[src/rtl/spi_cfg_master.sv]
// SPI write master: queued {addr,data} requests leave as 16-bit mode-0 frames {1,addr,data}, MSB first.
// nCS falls 2 cycles after a push into an idle empty queue; req_ready drops while the request FIFO is full.
module spi_cfg_fifo #(
   parameter int W     = 15,
   parameter int DEPTH = 4
) (
   input  logic         clk,
   input  logic         rst_n,
   input  logic         push,
   input  logic         pop,
   input  logic [W-1:0] din,
   output logic [W-1:0] dout,
   output logic         full,
   output logic         empty
);
   localparam int AW = $clog2(DEPTH);
   localparam int CW = AW + 1;
   localparam logic [CW-1:0] FULL_CNT = CW'(DEPTH);

   logic [W-1:0]  mem_q [DEPTH];
   logic [W-1:0]  mem_d [DEPTH];
   logic [AW-1:0] wr_q, wr_d, rd_q, rd_d;
   logic [CW-1:0] cnt_q, cnt_d;
   logic          do_push, do_pop;

   assign full  = (cnt_q == FULL_CNT);
   assign empty = (cnt_q == '0);
   assign dout  = mem_q[rd_q];

   // A push into a full FIFO is dropped, even in a pop cycle.
   always_comb begin
      do_push = push && !full;
      do_pop  = pop && !empty;
      mem_d   = mem_q;
      wr_d    = wr_q;
      rd_d    = rd_q;
      cnt_d   = cnt_q;
      if (do_push) begin
         mem_d[wr_q] = din;
         wr_d        = wr_q + AW'(1);
      end
      if (do_pop) rd_d = rd_q + AW'(1);
      case ({do_push, do_pop})
         2'b10:   cnt_d = cnt_q + CW'(1);
         2'b01:   cnt_d = cnt_q - CW'(1);
         default: cnt_d = cnt_q;
      endcase
   end

   always_ff @(posedge clk) begin
      mem_q <= mem_d;
   end

   always_ff @(posedge clk or negedge rst_n) begin
      if (!rst_n) begin
         wr_q  <= '0;
         rd_q  <= '0;
         cnt_q <= '0;
      end else begin
         wr_q  <= wr_d;
         rd_q  <= rd_d;
         cnt_q <= cnt_d;
      end
   end
endmodule

module spi_cfg_master #(
   parameter int CLK_DIV    = 4,
   parameter int CS_SETUP   = 2,
   parameter int CS_IDLE    = 4,
   parameter int FIFO_DEPTH = 4
) (
   input  logic       clk,
   input  logic       rst_n,
   input  logic       req_valid,
   output logic       req_ready,
   input  logic [6:0] req_addr,
   input  logic [7:0] req_data,
   output logic       nCS,
   output logic       SCLK,
   output logic       copi,
   output logic       busy,
   output logic [7:0] frames_sent
);
   localparam int CW = $clog2(CLK_DIV + CS_SETUP + CS_IDLE);

   localparam logic [2:0] S_IDLE    = 3'd0;
   localparam logic [2:0] S_SETUP   = 3'd1;
   localparam logic [2:0] S_SCLK_HI = 3'd2;
   localparam logic [2:0] S_SCLK_LO = 3'd3;
   localparam logic [2:0] S_HOLD    = 3'd4;
   localparam logic [2:0] S_GAP     = 3'd5;

   logic [2:0]    state_q, state_d;
   logic [CW-1:0] cnt_q, cnt_d;
   logic [3:0]    bit_q, bit_d;
   logic [14:0]   shift_q, shift_d;
   logic          ncs_q, ncs_d, sclk_q, sclk_d, copi_q, copi_d;
   logic [7:0]    frames_q, frames_d;
   logic          fifo_pop, fifo_full, fifo_empty;
   logic [14:0]   fifo_dout;

   spi_cfg_fifo #(.W(15), .DEPTH(FIFO_DEPTH)) u_fifo (
      .clk   (clk),
      .rst_n (rst_n),
      .push  (req_valid),
      .pop   (fifo_pop),
      .din   ({req_addr, req_data}),
      .dout  (fifo_dout),
      .full  (fifo_full),
      .empty (fifo_empty)
   );

   assign req_ready   = !fifo_full;
   assign busy        = (state_q != S_IDLE) || !fifo_empty;
   assign nCS         = ncs_q;
   assign SCLK        = sclk_q;
   assign copi        = copi_q;
   assign frames_sent = frames_q;

   always_comb begin
      state_d  = state_q;
      cnt_d    = cnt_q + CW'(1);
      bit_d    = bit_q;
      shift_d  = shift_q;
      ncs_d    = ncs_q;
      sclk_d   = sclk_q;
      copi_d   = copi_q;
      frames_d = frames_q;
      fifo_pop = 1'b0;
      case (state_q)
         S_IDLE: begin
            cnt_d  = '0;
            ncs_d  = 1'b1;
            sclk_d = 1'b0;
            copi_d = 1'b0;
            // The write flag is the first bit out; shift_q holds the 15 bits behind it.
            if (!fifo_empty) begin
               fifo_pop = 1'b1;
               shift_d  = fifo_dout;
               bit_d    = '0;
               ncs_d    = 1'b0;
               copi_d   = 1'b1;
               state_d  = S_SETUP;
            end
         end
         S_SETUP: begin
            if (cnt_q == CW'(CS_SETUP - 1)) begin
               cnt_d   = '0;
               sclk_d  = 1'b1;
               state_d = S_SCLK_HI;
            end
         end
         S_SCLK_HI: begin
            if (cnt_q == CW'(CLK_DIV - 1)) begin
               cnt_d  = '0;
               sclk_d = 1'b0;
               if (bit_q == 4'd15) begin
                  state_d = S_HOLD;
               end else begin
                  copi_d  = shift_q[14];
                  shift_d = {shift_q[13:0], 1'b0};
                  bit_d   = bit_q + 4'd1;
                  state_d = S_SCLK_LO;
               end
            end
         end
         S_SCLK_LO: begin
            if (cnt_q == CW'(CLK_DIV - 1)) begin
               cnt_d   = '0;
               sclk_d  = 1'b1;
               state_d = S_SCLK_HI;
            end
         end
         S_HOLD: begin
            if (cnt_q == CW'(CLK_DIV - 1)) begin
               cnt_d    = '0;
               ncs_d    = 1'b1;
               copi_d   = 1'b0;
               frames_d = frames_q + 8'd1;
               state_d  = S_GAP;
            end
         end
         S_GAP: begin
            if (cnt_q == CW'(CS_IDLE - 1)) begin
               cnt_d   = '0;
               state_d = S_IDLE;
            end
         end
         default: begin
            cnt_d   = '0;
            ncs_d   = 1'b1;
            sclk_d  = 1'b0;
            copi_d  = 1'b0;
            state_d = S_IDLE;
         end
      endcase
   end

   always_ff @(posedge clk or negedge rst_n) begin
      if (!rst_n) begin
         state_q  <= S_IDLE;
         cnt_q    <= '0;
         bit_q    <= '0;
         shift_q  <= '0;
         ncs_q    <= 1'b1;
         sclk_q   <= 1'b0;
         copi_q   <= 1'b0;
         frames_q <= '0;
      end else begin
         state_q  <= state_d;
         cnt_q    <= cnt_d;
         bit_q    <= bit_d;
         shift_q  <= shift_d;
         ncs_q    <= ncs_d;
         sclk_q   <= sclk_d;
         copi_q   <= copi_d;
         frames_q <= frames_d;
      end
   end
endmodule
[config.mk]
export PLATFORM = sky130hd
export DESIGN_NAME = spi_cfg_master
export DESIGN_NICKNAME = d
export VERILOG_FILES = /design/src/rtl/spi_cfg_master.sv
export SDC_FILE = /design/constraint.sdc
export NUM_CORES = 1
export LEC_CHECK = 0
export ABC_AREA = 0
export CORE_UTILIZATION = 50
export CTS_CLUSTER_SIZE = 28
export DETAILED_ROUTE_END_ITERATION = 16
export PLACE_DENSITY = 0.69
export SLEW_MARGIN = 20
export SYNTH_ARGS = -nofsm -noshare
export SYNTH_HDL_FRONTEND = slang
export SYNTH_SLANG_ARGS = --single-unit
export TNS_END_PERCENT = 100
[constraint.sdc]
create_clock -name clk -period 2.9 [get_ports clk]
set_input_delay 0.58 -clock clk [delete_from_list [all_inputs] [get_ports clk]]
set_output_delay 0.58 -clock clk [all_outputs]
set_load 0.1 [all_outputs]
==> results.cfg <==
[outcome]
status = finished clean

[route]
viasPerCell = 5.78
dr.first_iter.drc_count = 234
dr.pass1.iters = 4
drc = 0
num_vias = 2553
routedWlPerCell_um = 17.3
ant_nets = 0
routed_wl_um = 7660

[synth]
synth-edff-count = 60
syn-cell-area_um2 = 4440
ys_async_sr_fraction_pct = 42.3
synth_top_area_share_pct = 40.6
synthFlopType = edfxtp_1
synth-seq-cells = 104
syn_nets = 324
yosysMostFrequentCell = edfxtp_1
ys_warn_count = 0
synthTopCellsByCount = edfxtp_1 (60), dfrtp_1 (43), a21oi_1 (20)
syn_area_per_cell_um2 = 15.0
ys_types = 50
synth_cells = 296
ys_seq_area_share_pct = 65.4
synth_top_cell_by_area = edfxtp_1
synthTopCellsByArea = edfxtp_1 (41%), dfrtp_1 (24%), mux4_2 (7.6%), ha_1 (2.5%), a22oi_1 (2.4%)

[global_routing]
antenna_found_initial = 0
grt_max_degree = 45
track_usage_pct = 18.4
grt_first_pass_wirelength_um = 12500
grt.overflow.total = 0
grt_pass1_vias = 2492

[timing]
drv_slew = 0
fmax_ghz = 0.454
period_share_pct = 76.0
worst_slew_pin_slew_ns = 0.786
hold_violations = 0
setup_viol = 0
rsz0062_at_grt = no
skew_ns = 0.0162
tns_ns = 0
relSlewSlack_pct = 47.6
period_minus_slack_ns = 2.20

[final_layout]
layout.cells.non_filler = 442
fill_cells = 700
drive_above_1_share_pct = 20.4
diodes = 0
syn2layout_area_growth_pct = 14.2
final_nets = 357

[floorplan]
core-area_um2 = 8680
row_count = 34
io_pins = 31
initial_core_util_pct = 51.2
die_h_um = 96.3
die_w_um = 96.3
fp.dieArea_um2 = 9260

[setup_path]
worst_ep_required_time_ns = 2.32
start_kind = flop
critical_path_class = flop to output port
critPathMaxFanout = 4
critical_path_arrival_ns = 1.62
end_kind = output port

[clock_network]
hold_buffers = 0
post_cts_buffers = 0
cts.sinks = 104
cts_resized = 0
h-tree-depth = 3
clkLatencyLatePin_ns = 0.38
clockRootBuffer = clkbuf_8
clk_pin_slew_worst_paths_ns = 0.12
cts_buffer_depth = 2
cts_tree = built
cts_buffers = 9

[power_and_ir_drop]
powerDensity_nw_per_um2 = 639
peakVddDrop_mv = 0.398
leakage_uw = 0.00196

[placement]
gp_congestion = 0.785
port_buffers = 30
dp_hpwl_um = 4870
placedCellCount = 426

[min_path]
min_path_type = input port to asynchronous set/reset pin

[job]
max-cap-violations = 0
[through the flow]
stage | cell area [um2] | setup WS, ns | total power, uW | util (%) | hold slack (ns)
6_report | 5070 | 0.695 | 3240 | 58.4 | 0.185
5_1_grt | 5070 | 0.535 | 3400 | 58.4 | 0.207
4_1_cts | 5070 | 0.682 | 3280 | 58.4 | 0.388
3_5_place_dp | 4850 | 0.508 | 2370 | 55.9 | 0.469
3_3_place_gp | 4850 | 0.573 | 2340 | 55.9 | 0.463
2_1_floorplan | 4450 | 0.375 | 2180 | - | 0.284
[cells by family (layout without fill, tap and decap cells)]
group                    Yosys count  in the layout  share of synthesized area, %
XOR/XNOR                          15             15                          2.96
adder cells (fa/ha/maj)           10             10                          2.99
multiplexers                      23             23                          9.52
buffers and inverters             27             65                          2.70
AND/OR/NAND/NOR                   53             53                          6.90
flip-flops                       104            104                          65.4
AO/OA/AOI/OAI                     64             64                          9.55
[path summary, 6_finish.rpt]
path	from	endpoint	slack, ns	cells past startpoint
max in group asynchronous	rst_n	u_fifo.rd_q[1]$_DFFE_PN0P_	2.31	1
min in group clk	frames_sent[7]$_DFFE_PN0P_	frames_sent[7]$_DFFE_PN0P_	0.48	1
worst min register to register	frames_sent[7]$_DFFE_PN0P_	frames_sent[7]$_DFFE_PN0P_	0.48	1
worst max register to register	state_q[2]$_DFFE_PN0P_	u_fifo.cnt_q[2]$_DFFE_PN0P_	0.70	8
worst max-delay path	u_fifo.cnt_q[1]$_DFFE_PN0P_	busy	0.70	3
worst min-delay path	rst_n	u_fifo.wr_q[1]$_DFFE_PN0P_	0.18	1
[sequential cells by signal, indices dropped and copies added, names as in the netlist]
name          count
nCS               1
u_fifo.rd_q       2
frames_sent       8
u_fifo.cnt_q      3
SCLK              1
u_fifo.mem_q     60
shift_q          15
copi              1
u_fifo.wr_q       2
bit_q             4
state_q           3
cnt_q             4
[placed cells by master (no fill, tap or decap), drive strengths merged, types with 4 or more instances in the layout]
cell type      netlist  final
a31oi               15     15
clkbuf               9      9
a22oi               14     14
nand4                5      5
dfrtp               43     43
and3                 6      6
xor2                 5      5
xnor2               10     10
mux2i                4      4
clkdlybuf4s50        0     16
nor3                 5      5
ha                   9      9
mux2                 4      4
a21oi               20     20
nand2                9      9
nor2                10     10
mux4                15     15
edfxtp              60     60
inv                  9     12
buf                  9     24
clkinv               0      4
nand3                5      5
[power by group]
part / switching (uW) / internal, uW
logic: 276 / 181
registers: 76.5 / 1790
clock network: 567 / 353
[layer usage]
metal	vias to the layer above	routed length [um]	part of all wire, %	global-route usage, %
met4	0	88	1.1	5.22
met3	11	287	3.7	5.29
li1	1215	-	-	-
met5	-	0	0	0
met1	1275	3540	46	25.2
met2	52	3750	49	28.9
[cell type report]
| type | count | area, um2 | share of cell area [%] |
|---|---|---|---|
| repair buffers | 40 | 353 | 6.96 |
| clock buffers | 9 | 124 | 2.44 |
| well taps | 108 | 135 | 2.66 |
| inverters | 9 | 33.8 | 0.666 |
| multi-input cells | 165 | 1430 | 28.2 |
| flip-flops and latches | 104 | 2900 | 57.3 |
| clock inverters | 7 | 93.8 | 1.85 |
[worst max-delay path, stage by stage, from the launching register on]
cell,delay [ns]
dfrtp_1,0.43
nor3_1,0.43
nand2_1,0.18
buf_12,0.21
Note: power is estimated with default switching activity, not from simulation.
==> edit 1: new RTL, same flow settings <==
Reset style: synchronous (`rst_n`), changed in 2 clocked blocks.
--- a/src/rtl/spi_cfg_master.sv
+++ b/src/rtl/spi_cfg_master.sv
@@ -53,3 +53,3 @@
 
-   always_ff @(posedge clk or negedge rst_n) begin
+   always_ff @(posedge clk) begin
       if (!rst_n) begin
@@ -199,3 +199,3 @@
 
-   always_ff @(posedge clk or negedge rst_n) begin
+   always_ff @(posedge clk) begin
       if (!rst_n) begin
Behaviour: differs if rst_n is asserted again (counterexample within 4 cycles, from zero or initial values and one cycle with rst_n low); with rst_n held inactive, the same outputs for 10 cycles.
==> edit 1 against the unedited design <==
Routed wire length up 0.63%. Area after synthesis up 2.6%. Setup slack worse by 0.24 ns. Final cell count up 12%. Design area up 1.2%. Sequential cell count unchanged. Maximum frequency down 9.8%. Die area up 2.6%. Non-clock buffer count up 4. Worst hold slack better by 0.28 ns. Critical path type is now register to register. Critical endpoint is now u_fifo.cnt_q[2]. Highest routed layer unchanged.
Power is not compared: it rests on default switching activity, and its combinational part moved more than twofold at a synthesized area within 25%.
==> edit 1: results (changes against the unedited design) <==
Place
  – PortBufs: 30 (unchanged)
  – DPL Wire Length: 4980 µm (+2.3%)
  – Setup WS pre-CTS: 0.264 ns (-0.243 ns)
  – Gpl congestion: 0.765 (-2.5%)

GRT
  – Vias in the first global route: 2,826 (+13%)
  – Initial antenna violation count: 0 (unchanged)
  – Largest net degree at the start of global routing: 33 (-27%)
  – All-Layer GR Usage: 18.1% (-0.39 points)
  – Global-route wire length before repair: 13,500 µm (+7.9%)

Cells and area
  – FILL cells: 721 (+3.0%)
  – Net count, final: 408 (+14%)
  – Max reg flops: 60 (unchanged)
  – Share of layout cells above drive strength 1: 16.4% (-4.0 points)
  – Diode count: 0 (unchanged)
  – Most flop-heavy register: u_fifo.mem_q

Clocking
  – Clock-pin slew on the worst setup and hold paths: 0.11 ns
  – Post-CTS setup buffers: 0 (unchanged)
  – Post-cts sizing count: 0 (unchanged)
  – Skew-Pair Late Insertion Delay: 0.36 ns (-0.02 ns)
  – CTS root buf: clkbuf_8
  – H-tree levels: 3 (unchanged)
  – Cts bufs inserted: 9 (unchanged)
  – CTS Buffer Depth: 2 (unchanged)

Run status
  – Status: finished, final reports clean

Synth
  – Distinct cell type count after synthesis: 47 (-6.0%)
  – Area contributors post-synth: edfxtp_1, dfxtp_1, mux4_2, and2_1, o311a_1
  – Syn_nets: 375 (+16%)
  – Async set-reset flop share out of synthesis: 0% (-42 points)
  – Seq/Total Area, Yosys: 58.9% (-6.5 points)
  – Number of synthesized flops with an enable pin: 60 (unchanged)
  – Synth warn: 0 (unchanged)
  – Synth Flop Type: edfxtp_1
  – Most instantiated cells after synthesis: edfxtp_1, dfxtp_1, and2_1

Power
  – Switching power total: 0.00151 W
  – Peak VDD IR: 429 µV
  – LEAKAGE: 1.86 nW

Worst setup path
  – Crit path max fanout: 6 (+2)
  – Arrival @ worst endpoint: 2.71 ns (+1.09 ns)
  – Flop-to-flop setup slack: 0.46 ns (-0.24 ns)

Drt
  – Detailed-router iteration count before antenna repair: 4 (unchanged)
  – Via/cell ratio: 5.55 (-4.0%)
  – DR WL/cell: 15.6 µm (-9.8%)
  – Initial DRC Count: 127 (-46%)

Timing
  – Worst slew margin: 51.7% (+4.1 points)
  – Final setup skew: 0.0158 ns (-0.000361 ns)
  – Max frequency: 409 MHz (-9.8%)

Hold path
  – Hold WC Path Type: register to register
==> edit 1: cell count changes after synthesis, sizes merged, moves of 13 or more <==
cell / change
a22oi: -13
o311a: +14
and2: +27
dfrtp: -43
a21oi: -16
nand3b: +16
nor2b: +15
dfxtp: +44
a31oi: -14
==> edit 1: cell type report <==
| type | instances | area share [%] |
|---|---|---|
| Clock buffer | 10 | 2.49 |
| Timing Repair Buffer | 44 | 7.27 |
| Inverter | 8 | 0.585 |
| Sequential cell | 104 | 52.3 |
| Multi-Input combinational cell | 213 | 33.6 |
| Clock inverter | 6 | 1.12 |
| Tap cell | 108 | 2.63 |
==> edit 1: worst paths after layout <==
| kind | from | end | cells past startpoint |
|---|---|---|---|
| setup / recovery | u_fifo.cnt_q[0] | u_fifo.cnt_q[2] | 9 |
| hold / removal | shift_q[0] | shift_q[0] | 2 |
| setup reg to reg | u_fifo.cnt_q[0] | u_fifo.cnt_q[2] | 9 |
| hold reg to reg | shift_q[0] | shift_q[0] | 2 |
==> edit 1: per-layer routing <==
layer	wire length [µm]	up-vias	GRT usage, %
met5	0	-	0
met4	80	0	5.77
met3	279	5	4.24
met2	3780	39	31.1
met1	3570	1329	22.5
li1	-	1362	-
==> edit 1: per-stage QoR <==
| step | util (%) | hold slack, ns | cell area [µm²] | total power [W] | std cells |
|---|---|---|---|---|---|
| 4_1_cts | 58.6 | 0.470 | 5130 | 0.00437 | 493 |
| 6_report | 58.6 | 0.465 | 5130 | 0.00432 | 493 |
| 3_5_place_dp | 56.4 | 0.455 | 4950 | 0.00352 | 477 |
| 3_3_place_gp | 56.4 | 0.446 | 4950 | 0.00347 | 477 |
| 5_1_grt | 58.6 | 0.486 | 5130 | 0.00460 | 493 |
| 2_1_floorplan | - | 0.433 | 4560 | 0.00323 | 347 |
==> edit 1: cells by family after synthesis <==
family                   share of synthesized area (%)
buffers and inverters                             3.29
multiplexers                                      7.63
flip-flops                                        58.9
XOR/XNOR                                          2.31
AO/OA/AOI/OAI                                     8.10
AND/OR/NAND/NOR                                   16.9
adder cells (fa/ha/maj)                           2.91
==> edit 1: power by group through the flow <==
| stage | logic, W | clock network (W) | registers (W) |
|---|---|---|---|
| 5_1_grt | 0.00173 | 0.000928 | 0.00194 |
| 4_1_cts | 0.00157 | 0.000878 | 0.00192 |
| 3_3_place_gp | 0.00153 | 0 | 0.00194 |
| 3_5_place_dp | 0.00157 | 0 | 0.00195 |
| 6_report | 0.00155 | 0.000854 | 0.00192 |
| 2_1_floorplan | 0.00121 | 0 | 0.00202 |
==> edit 1: worst max-delay path, stage by stage, from the launching register on <==
cell	delay, ns
dfxtp_1	0.36
or3b_1	0.46
and2_1	0.22
inv_1	0.08
ha_1	0.17
inv_1	0.06
fa_1	0.37
xor2_1	0.15
or3_1	0.30
a21boi_0	0.19
==> edit 2: new RTL, same flow settings <==
Made on the original files. The parameter `CS_IDLE` goes from 4 to 8.
--- a/src/rtl/spi_cfg_master.sv
+++ b/src/rtl/spi_cfg_master.sv
@@ -69,3 +69,3 @@
    parameter int CS_SETUP   = 2,
-   parameter int CS_IDLE    = 4,
+   parameter int CS_IDLE    = 8,
    parameter int FIFO_DEPTH = 4
Behaviour: same outputs for any inputs over 10 cycles, from zero or initial values and one cycle with rst_n low; that may be too few to reach the edited logic, so the function may still have changed.
==> edit 2 against the unedited design <==
Routed wire length is 2.2% higher. Via count is 2.9% higher. Utilization is 0.16 points higher. Area after synthesis is 1.3% higher. Setup slack worse by 0.22 ns. Sequential cell count stayed put. Design area is 0.76% higher. Total power is 2.8% lower. Critical endpoint is now u_fifo.cnt_q[2].
==> edit 2: results (changes against the unedited design) <==
GRT
  – Met3 Usage GRT: 4.91% (-0.38 points)
  – M1 GR Usage: 25.5% (+0.30 points)
  – Global-route wire length before repair: 13,600 µm (+8.3%)
  – Vias in the first global route: 2,680 (+7.5%)
  – All-Layer GR Usage: 18.4% (-0.061 points)
  – Met2 GRT Util: 29.5% (+0.57 points)

Worst setup path
  – Worst Reg-to-Reg Cells: 9 (+1)
  – Flop-to-flop setup slack: 0.47 ns (-0.22 ns)
  – Critical Path Slowest Stage Cell: dfrtp_1
  – Critical path destination: u_fifo.cnt_q[2]
  – Critical path type: register to register
  – Crit path max fanout: 15 (+11)
  – Arrival @ worst endpoint: 2.72 ns (+1.10 ns)
  – Slowest stage delay, CP: 0.55 ns (+0.12 ns)

Clocking
  – Clock-pin slew on the worst setup and hold paths: 0.10 ns (-0.02 ns)
  – Post-CTS setup buffers: 0 (unchanged)
  – Skew-Pair Late Insertion Delay: 0.36 ns (-0.02 ns)
  – Post-cts sizing count: 0 (unchanged)

Place
  – Gpl congestion: 0.794 (+1.1%)
  – DPL Wire Length: 5110 µm (+5.0%)
  – Placed cell areas: 0.00492 mm² (+1.5%)

Timing
  – Tightest Pin Transition: 0.750 ns (-0.0362 ns)
  – Final setup skew: 0.0150 ns (-0.00116 ns)

Cells and area
  – Net count, final: 372 (+4.2%)
  – FILL cells: 710 (+1.4%)
  – Share of layout cells above drive strength 1: 20.1% (-0.30 points)
  – Most flop-heavy register: u_fifo.mem_q

Drt
  – Via total after detailed routing: 2,628 (+2.9%)
  – WL final: 7830 µm (+2.2%)
  – Initial DRC Count: 197 (-16%)

Synth
  – Synth Cell Area: 0.00450 mm² (+1.3%)
  – Distinct cell type count after synthesis: 51 (+2.0%)
  – Post-synthesis adder-cell area fraction: 2.95% (-0.038 points)
  – Syn_nets: 335 (+3.4%)
  – Synth Flop Type: edfxtp_1
  – Multiplexer area fraction after synthesis: 9.01% (-0.51 points)
  – Seq/Total Area, Yosys: 64.5% (-0.84 points)
  – Most instantiated cells after synthesis: edfxtp_1, dfrtp_1, a21oi_1
  – XOR/XNOR Fraction of Synth Area: 2.92% (-0.038 points)
  – Area contributors post-synth: edfxtp_1, dfrtp_1, mux4_2, a21oi_1, ha_1
  – Synth Area in Compound Gates: 9.45% (-0.094 points)

Hold path
  – Hold WC Path Type: input port to async pin

Power
  – Peak VDD IR: 372 µV (-6.6%)
  – LEAKAGE: 2.03 nW (+3.6%)

Run status
  – Status: finished, final reports clean
-- edit 2: changes by cell type after synthesis, moves of 3 or more --
| cell | unedited run | this run |
|---|---|---|
| nand2b_1 | 3 | 0 |
| nand3_1 | 5 | 10 |
| a21oi_1 | 20 | 35 |
| inv_1 | 9 | 12 |
| a31oi_1 | 15 | 2 |
| nor2_1 | 9 | 6 |
-- edit 2: area by class of cell --
class	count	area [µm²]	area share, %
Clock buffer	10	128	2.50
Clock inverter	6	57.6	1.13
Inverter	12	45.0	0.881
Multi-Input combinational cell	176	1480	29.0
Sequential cell	104	2900	56.8
Tap cell	108	135	2.64
Timing Repair Buffer	41	360	7.05
-- edit 2: metal layers --
layer	vias up	part of all wire, %
met5	-	0
met4	0	0.78
met3	6	4.4
met2	56	49
met1	1321	45
li1	1245	-
-- edit 2: cells by family after synthesis --
logic type                 after synthesis
muxes                                   21
and+or+nand+nor                         62
buffers and inverters                   27
xor gates and xnor gates                15
adders and majority gates               10
AOI/OAI and AO/OA                       68
DFF                                    104
-- edit 2: worst min-delay path by stage --
| stage | startpoint | to | slack (ns) |
|---|---|---|---|
| final | rst_n | cnt_q[1] | 0.19 |
| after CTS | rst_n | cnt_q[1] | 0.41 |
| after floorplan | rst_n | SCLK | 0.28 |
| after detailed placement | frames_sent[7] | frames_sent[7] | 0.48 |
| after global routing | rst_n | cnt_q[1] | 0.22 |
| after global placement | frames_sent[7] | frames_sent[7] | 0.46 |
-- edit 2: power breakdown --
group          switching, W  internal [W]  total (W)
Clock              0.000512      0.000336   0.000848
Sequential        0.0000664       0.00179    0.00186
Combinational      0.000273      0.000177   0.000450
-- edit 2: stage by stage --
stage / setup WS (ns) / std cells
final: 0.471 / 457
after global routing: 0.279 / 457
after CTS: 0.460 / 457
after detailed placement: 0.496 / 441
after global placement: 0.572 / 441
after floorplan: 0.393 / 307
